File: src/rtl/clock_switch_ctrl.sv
// Sequencer for the glitch-free HS/LS CPU clock switch: drives the switch select,
// follows its synchronised status, and adds LS dwell hysteresis, timeout and an event count.
module clock_switch_ctrl #(
  parameter int SYNC_STAGES    = 2,
  parameter int LS_HOLD_CYCLES = 4,
  parameter int TIMEOUT_CYCLES = 255
) (
  input  logic       hs_ck_ip,
  input  logic       resetb,
  input  logic       slow_req_ip,
  input  logic       force_ls_ip,
  input  logic       err_clr_ip,
  input  logic       selected_hs_ip,
  input  logic       selected_ls_ip,
  output logic       select_hs_op,
  output logic       on_hs_op,
  output logic       busy_op,
  output logic       err_op,
  output logic [7:0] switch_cnt_op
);

  localparam logic [1:0] LS_RUN = 2'd0;
  localparam logic [1:0] TO_HS  = 2'd1;
  localparam logic [1:0] HS_RUN = 2'd2;
  localparam logic [1:0] TO_LS  = 2'd3;

  localparam int HOLD_W = (LS_HOLD_CYCLES > 0) ? $clog2(LS_HOLD_CYCLES + 1) : 1;
  localparam int TO_W   = $clog2(TIMEOUT_CYCLES + 1);
  localparam logic [HOLD_W-1:0] HOLD_INIT = HOLD_W'(LS_HOLD_CYCLES);
  localparam logic [TO_W-1:0]   TO_MAX    = TO_W'(TIMEOUT_CYCLES);

  // Status synchronisers: stage 0 samples the async switch status.
  logic [SYNC_STAGES-1:0] hs_sync_reg, hs_sync_next;
  logic [SYNC_STAGES-1:0] ls_sync_reg, ls_sync_next;

  genvar gi;
  generate
    for (gi = 0; gi < SYNC_STAGES; gi++) begin : g_sync
      if (gi == 0) begin : g_head
        assign hs_sync_next[gi] = selected_hs_ip;
        assign ls_sync_next[gi] = selected_ls_ip;
      end else begin : g_tail
        assign hs_sync_next[gi] = hs_sync_reg[gi-1];
        assign ls_sync_next[gi] = ls_sync_reg[gi-1];
      end
    end
  endgenerate

  always_ff @(posedge hs_ck_ip or negedge resetb) begin
    if (!resetb) begin
      hs_sync_reg <= '0;
      ls_sync_reg <= '0;
    end else begin
      hs_sync_reg <= hs_sync_next;
      ls_sync_reg <= ls_sync_next;
    end
  end

  logic s_hs, s_ls, want_hs, hs_ok, ls_ok;
  assign s_hs    = hs_sync_reg[SYNC_STAGES-1];
  assign s_ls    = ls_sync_reg[SYNC_STAGES-1];
  assign want_hs = ~slow_req_ip & ~force_ls_ip;
  assign hs_ok   = s_hs & ~s_ls;
  assign ls_ok   = s_ls & ~s_hs;

  logic [1:0]        state_reg, state_next;
  logic              select_reg, select_next;
  logic [HOLD_W-1:0] hold_reg, hold_next, hold_dec;
  logic [TO_W-1:0]   to_cnt_reg, to_cnt_next, to_inc;
  logic              to_hit;
  logic [7:0]        sw_cnt_reg, sw_cnt_next;
  logic              err_reg, err_next, err_set;
  logic              on_hs_reg, busy_reg;

  assign hold_dec = (hold_reg == '0) ? '0 : hold_reg - 1'b1;
  assign to_inc   = (to_cnt_reg == TO_MAX) ? TO_MAX : to_cnt_reg + 1'b1;
  assign to_hit   = (to_cnt_reg != TO_MAX) && (to_inc == TO_MAX);

  always_comb begin
    state_next  = state_reg;
    select_next = select_reg;
    hold_next   = hold_reg;
    to_cnt_next = to_cnt_reg;
    sw_cnt_next = sw_cnt_reg;
    err_set     = 1'b0;
    case (state_reg)
      LS_RUN: begin
        // Switch on the cycle the hold expires, so LS_RUN lasts exactly the hold time.
        hold_next = hold_dec;
        if ((hold_dec == '0) && want_hs) begin
          state_next  = TO_HS;
          select_next = 1'b1;
          to_cnt_next = '0;
        end
      end
      TO_HS: begin
        to_cnt_next = to_inc;
        err_set     = to_hit;
        if (hs_ok) begin
          state_next  = HS_RUN;
          sw_cnt_next = sw_cnt_reg + 8'd1;
        end
      end
      HS_RUN: begin
        if (!want_hs) begin
          state_next  = TO_LS;
          select_next = 1'b0;
          to_cnt_next = '0;
        end
      end
      default: begin
        to_cnt_next = to_inc;
        err_set     = to_hit;
        if (ls_ok) begin
          state_next  = LS_RUN;
          hold_next   = HOLD_INIT;
          sw_cnt_next = sw_cnt_reg + 8'd1;
        end
      end
    endcase
    // A timeout in the same cycle as a clear keeps the flag set.
    err_next = err_set | (err_reg & ~err_clr_ip);
  end

  always_ff @(posedge hs_ck_ip or negedge resetb) begin
    if (!resetb) begin
      state_reg  <= LS_RUN;
      select_reg <= 1'b0;
      hold_reg   <= HOLD_INIT;
      to_cnt_reg <= '0;
      sw_cnt_reg <= 8'd0;
      err_reg    <= 1'b0;
      on_hs_reg  <= 1'b0;
      busy_reg   <= 1'b0;
    end else begin
      state_reg  <= state_next;
      select_reg <= select_next;
      hold_reg   <= hold_next;
      to_cnt_reg <= to_cnt_next;
      sw_cnt_reg <= sw_cnt_next;
      err_reg    <= err_next;
      on_hs_reg  <= (state_next == HS_RUN);
      busy_reg   <= (state_next == TO_HS) || (state_next == TO_LS);
    end
  end

  assign select_hs_op  = select_reg;
  assign on_hs_op      = on_hs_reg;
  assign busy_op       = busy_reg;
  assign err_op        = err_reg;
  assign switch_cnt_op = sw_cnt_reg;

endmodule
File: config.mk
export PLATFORM = sky130hd
export DESIGN_NAME = clock_switch_ctrl
export DESIGN_NICKNAME = d
export VERILOG_FILES = /design/src/rtl/clock_switch_ctrl.sv
export SDC_FILE = /design/constraint.sdc
export NUM_CORES = 1
export LEC_CHECK = 0
export BUFFER_PORTS_ARGS = -buffer_cell sky130_fd_sc_hd__buf_2
export CAP_MARGIN = 20
export CORE_MARGIN = 2
export CORE_UTILIZATION = 61
export DETAILED_ROUTE_END_ITERATION = 8
export MAX_ROUTING_LAYER = met4
export PLACE_DENSITY_LB_ADDON = 0.2
export SLEW_MARGIN = 30
export SYNTH_ARGS = -nofsm -noshare
export SYNTH_HDL_FRONTEND = slang
export SYNTH_SLANG_ARGS = --single-unit
File: constraint.sdc
create_clock -name hs_ck_ip -period 4.14 [get_ports hs_ck_ip]
set_clock_uncertainty 0.15 [all_clocks]
set_input_delay 0.414 -clock hs_ck_ip [delete_from_list [all_inputs] [get_ports hs_ck_ip]]
set_output_delay 0.414 -clock hs_ck_ip [all_outputs]
set_load 0.1 [all_outputs]
; ---- Yosys cells after proc, flatten, opt, wreduce, memory -nomap -nowiden
; Index checks and enable logic that the tools add are counted.
[word_totals]
reg_bits = 29
output_inout_bits = 12
[classes]
addsub = 3
mux = 19
n_reduce_logical = 15
n_eq_ne = 11
bitwise_logic = 12
[op_table]
columns = operator, n
row1 = $mux W8, 5
row2 = $pmux W8 S2, 2
row3 = $add A8 B1 Y8 const B, 2
row4 = $eq A8 B8 Y1 const B, 2
row5 = $mux W2, 4
row6 = $ne A8 B8 Y1 const B, 1
row7 = $not A1 Y1, 7
row8 = $eq A2 B2 Y1 const B, 3
row9 = $logic_not A3 Y1, 2
row10 = $mux W3, 2
row11 = $ne A2 B2 Y1 const B, 3
row12 = $pmux W2 S3, 1
row13 = $pmux W3 S2, 1
row14 = $reduce_and A3 Y1, 2
row15 = $reduce_bool A2 Y1, 3
row16 = $and A1 B1 Y1, 4
row17 = $eq A2 B1 Y1 const B, 2
row18 = $reduce_and A2 Y1, 2
row19 = $reduce_or A2 Y1, 2
row20 = $mux W1, 3
row21 = $sub A3 B1 Y3 const B, 1
row22 = $logic_and A1 B1 Y1, 2
row23 = $logic_not A2 Y1, 1
row24 = $pmux W1 S2, 1
row25 = 2 further kinds, 2

; ---- Logic depth before layout (Yosys ltp)
[logic_depth]
ltp_word = 8
depth_mapped = 9

; ---- Worst setup path before layout
; No wires, ideal clock.
[synth_path]
kind = flip-flop to flip-flop
startpoint = register hold_reg[0]
endpoint = register to_cnt_reg[4]
setup_ps = 126
n_path_buf = 1
t_required_ps = 3864
slack_ps = 1731
stages_incl_launch_ff = 9
t_arrival_ps = 2133
path_cell_list = dfrtp_1 > nor2_1 > inv_1 > ha_1 > or3_1 > or4_1 > buf_2 > a22o_4 > a221o_1
[synth_between]
elab_chain_cells = 6
elab_cells_between_ends = 7
[synth_lines]
columns = element, line
row1 = start: declaration, 68  ; logic [HOLD_W-1:0] hold_reg, hold_next, hold_dec;
row2 = start signal: assignment, 138  ; hold_reg <= hold_next;
row3 = $sub A3 B1 Y3 or $logic_not A3 Y1 (tied branches), 75  ; assign hold_dec = (hold_reg == '0) ? '0 : hold_reg - 1'b1;
row4 = $mux W3 *, 75
row5 = $logic_not A3 Y1 *, 90  ; if ((hold_dec == '0) && want_hs) begin
row6 = $logic_and A1 B1 Y1 *, 90
row7 = $ne A2 B2 Y1 (no source line) *, --
row8 = $reduce_and A2 Y1 (no source line) *, --
row9 = end signal: assignment, 139  ; to_cnt_reg <= to_cnt_next;
row10 = end: declaration, 69  ; logic [TO_W-1:0] to_cnt_reg, to_cnt_next, to_inc;
; Mark *: on every way between the ends. The rest lies on a longest branch, timed or not.
; A chain may end at the register's enable or synchronous reset.

; ---- Worst setup path in the final report
; Same ends and word-level chain as after synthesis.

==> impl_summary.md <==
Clock tree
After clock tree synthesis, the clock-pin slew on the worst setup and hold paths is 0.10 ns. Clock tree synthesis found a total of 29 sinks. Clock tree synthesis inserted a total of 5 buffers. The buffer depth of the longest clock path is 2. The tree is rooted in a sky130_fd_sc_hd__clkbuf_4. The clock reaches the later pin of the worst-skew pair after 0.32 ns. The TritonCTS clock tree is done. After clock tree synthesis, the setup repair step added 0 buffers.

The number of H-tree levels is 2.

Critical path
The library cell contributing the largest single delay on the critical path is sky130_fd_sc_hd__or4_1. The highest net fanout along the worst path is 8. The count of buffering cells on the critical path with inverters included is 1. For this run, the slowest stage of the critical path takes 0.54 ns. The class of the most critical setup path is reg -> reg. The data required time of the worst path is 4.20 ns. Grouping stages by cell kind, the critical path spends the most delay in simple AND/OR/NAND/NOR gates. STA classifies the critical path endpoint as a flop. Traced cell by cell, the critical path runs through nor2_1 > inv_1 > ha_1 > or3_1 > or4_1 > a22o_4 > a221o_1. The startpoint kind of the worst setup timing path is a flop.

The data arrival time of the worst path is 2.64 ns.

Placed design
The total of buffers placed on input and output ports is 18. The placed instance count is 197. The post-placement setup slack is 1.57 ns. Routability-driven placement finished with a final weighted congestion of 0.925. The sum of net half-perimeters after detailed placement is 2120 µm.

STA
The number of hold violations in the final report is 0. The number of max-slew violations in the final report came to 0. Setup slack closes at 1.55 ns. Of the available clock period, the critical path in the final layout requires 0.625.

The clock period minus final worst setup slack is 2.59 ns. The normalized max-slew margin is 0.585. Derived from the worst setup path, the maximum achievable clock frequency is 387 MHz. Setup repair after global routing left no endpoint under its margin. The setup TNS is 0 ns. Setup violations remaining at the end of the flow were counted as 0. At the pin with the least slew margin, the transition time is 0.622 ns.

Global route
The number of antenna violations at the first check in global routing is 0. The maximum number of pins on one net before global-route repair is 30. The number of global-route vias before repair is 1060. The wire length of the first global-routing pass is 4550 µm. The overflow left after global routing is 0. The global routing usage summed across all routing layers is 0.236.

Detailed routing
The wire length on met2 is 1370 µm. After detailed routing, the average wire length per cell comes to 14.0 µm. In the routed design, unresolved DRC markers number 0.

In this run the remaining antenna-violating nets after routing total 0. The top metal layer carrying routed signals is met4. For this run, the detailed router's first-pass iteration total came to 4. The wire length the detailed router placed on met1 is 1320 µm. The initial DRC count is 34. The detailed-route via count is 1184. For this block, the routed nets add up to 2880 µm of wire. The met3 routed wirelength is 155 µm. The vias per cell is 5.75.

Hold path
The tightest min-delay check is of the in -> reg type.

Synthesis
The average footprint of a synthesized cell is 9.75 µm². The register bit count reported by yosys is 29. By area the synthesized netlist is led by sky130_fd_sc_hd__dfrtp_1, sky130_fd_sc_hd__ha_1, sky130_fd_sc_hd__o21ai_0.

After synthesis the cells add up to 1500 µm². The count of flip-flops with a built-in enable after synthesis is 0. Synthesis instantiated 35 different standard cells from the library. The gate count of the mapped netlist is 154.

The share of synthesized area occupied by flip-flops and latches is 0.484. The biggest area consumer among synthesized cells is sky130_fd_sc_hd__dfrtp_1. After synthesis, the share of flip-flops with an asynchronous set or reset is 1.00. The most used flip-flop cell after synthesis is sky130_fd_sc_hd__dfrtp_1. Of the post-synthesis cell area, the dominant cell type holds 0.467. The number of nets produced by synthesis is 169. Yosys printed 0 warnings.

Floorplan
From left edge to right edge, the die measures 53.6 µm. The initial utilization of the core area, before any placement, comes to 0.660. The floorplan step defined a core boundary enclosing 2280 µm². The floorplan has 17 rows. The die is 53.6 µm tall. During I/O placement, the number of pins put on the boundary was 19. The floorplan step defined a die boundary enclosing 2870 µm².

Run status
The flow ran to the end, and the final reports show no timing, DRC or antenna violations.

Finish
The final instance count without filler cells is 206. The number of nets in the finished design is 192. Of the cells placed in the final design, the portion with a size suffix greater than 1 is 0.174. The synthesis-to-layout area growth is 11.7%. The filler cell count is 176.

The antenna diode count is 0.

Power and ir drop
For this design the ratio of total power to cell area is 775 nW/µm². The leakage dissipation is 0.867 nW. The overall power of the completed layout is 1.30 mW. The worst vdd rail ir drop is 712 µV.

Run
Across the run, the number of max-cap violations was 0.
-- report_power, final --
group / internal [mW] / switching [mW] / total, mW
clock network: 0.0639 / 0.0974 / 0.161
registers: 0.362 / 0.0728 / 0.435
logic: 0.203 / 0.501 / 0.704
-- cell usage in the layout, fill, tap and decap left out, types with 3 or more instances in the layout --
cell,instances
sky130_fd_sc_hd__nor2b_1,4
sky130_fd_sc_hd__clkbuf_4,5
sky130_fd_sc_hd__nand2_1,15
sky130_fd_sc_hd__nor3_1,3
sky130_fd_sc_hd__xor2_1,6
sky130_fd_sc_hd__a22o_1,4
sky130_fd_sc_hd__buf_2,18
sky130_fd_sc_hd__dfrtp_1,28
sky130_fd_sc_hd__ha_1,8
sky130_fd_sc_hd__o21ai_0,12
sky130_fd_sc_hd__a21oi_1,9
sky130_fd_sc_hd__inv_1,9
sky130_fd_sc_hd__a21o_1,4
sky130_fd_sc_hd__nand3_1,4
sky130_fd_sc_hd__nor2_1,16
sky130_fd_sc_hd__nand4_1,3
-- path summary, 6_finish.rpt --
kind	to	depth (start not counted)	slack, ns	startpoint
setup / recovery	to_cnt_reg[4]$_DFFE_PN0P_	7	1.55	hold_reg[0]$_DFFE_PN0P_
min in group asynchronous	to_cnt_reg[4]$_DFFE_PN0P_	2	0.49	resetb
setup reg to reg	to_cnt_reg[4]$_DFFE_PN0P_	7	1.55	hold_reg[0]$_DFFE_PN0P_
max in group asynchronous	to_cnt_reg[6]$_DFFE_PN0P_	2	2.94	resetb
hold / removal	ls_sync_reg[0]$_DFF_PN0_	1	0.04	selected_ls_ip
hold reg to reg	ls_sync_reg[1]$_DFF_PN0_	0	0.22	ls_sync_reg[0]$_DFF_PN0_
-- logic make-up (layout without fill, tap and decap cells) --
logic type      Yosys count  count (layout)  synth area share
simple gates             56              56             0.182
compound gates           40              40             0.181
flops                    29              29             0.484
buf+inv                  12              36            0.0325
fa+ha+maj                 8               8            0.0667
xor+xnor                  8               8            0.0467
mux                       1               1           0.00750
-- what timing repair did --
action / in CTS / in global routing
hold endpoints to repair: 28 / 0
gates resized for setup: 0 / 0
hold buffers: 1 / 0
-- synth_stat cells, types with 2 or more instances --
| cell type | number |
|---|---|
| sky130_fd_sc_hd__nand3_1 | 4 |
| sky130_fd_sc_hd__nor3b_1 | 2 |
| sky130_fd_sc_hd__nor2_1 | 16 |
| sky130_fd_sc_hd__a221oi_1 | 2 |
| sky130_fd_sc_hd__o21ai_0 | 12 |
| sky130_fd_sc_hd__nor2b_1 | 4 |
| sky130_fd_sc_hd__a21oi_1 | 9 |
| sky130_fd_sc_hd__inv_1 | 9 |
| sky130_fd_sc_hd__xor2_1 | 6 |
| sky130_fd_sc_hd__nand2_1 | 15 |
| sky130_fd_sc_hd__o21bai_1 | 2 |
| sky130_fd_sc_hd__dfrtp_1 | 28 |
| sky130_fd_sc_hd__buf_2 | 3 |
| sky130_fd_sc_hd__ha_1 | 8 |
| sky130_fd_sc_hd__a22oi_1 | 2 |
| sky130_fd_sc_hd__nor3_1 | 3 |
| sky130_fd_sc_hd__nand3b_1 | 2 |
| sky130_fd_sc_hd__a21o_1 | 4 |
| sky130_fd_sc_hd__nand4_1 | 3 |
| sky130_fd_sc_hd__xnor2_1 | 2 |
| sky130_fd_sc_hd__a22o_1 | 4 |
-- per-stage QoR --
stage | cell area, µm² | utilization | hold WS (ns)
after floorplan | 1500 | - | -0.0316
after global placement | 1610 | 0.708 | 0.190
after detailed placement | 1610 | 0.708 | 0.193
after CTS | 1680 | 0.737 | 0.0319
after global routing | 1680 | 0.737 | 0.0249
final | 1680 | 0.737 | 0.0435
-- layer usage --
metal,vias up,GRT usage
met5,-,-
met4,0,0.0812
met3,5,0.0722
met2,39,0.374
met1,553,0.288
li1,587,-
-- layout make-up --
class | count | area, µm² | area share
Inverter | 9 | 33.8 | 0.0201
Multi-Input combinational cell | 113 | 726 | 0.433
Timing Repair Buffer | 19 | 100 | 0.0597
Tap cell | 28 | 35.0 | 0.0209
Clock buffer | 5 | 37.5 | 0.0224
Clock inverter | 3 | 17.5 | 0.0104
Sequential cell | 29 | 727 | 0.434
Note: power is estimated with default switching activity, not from simulation.
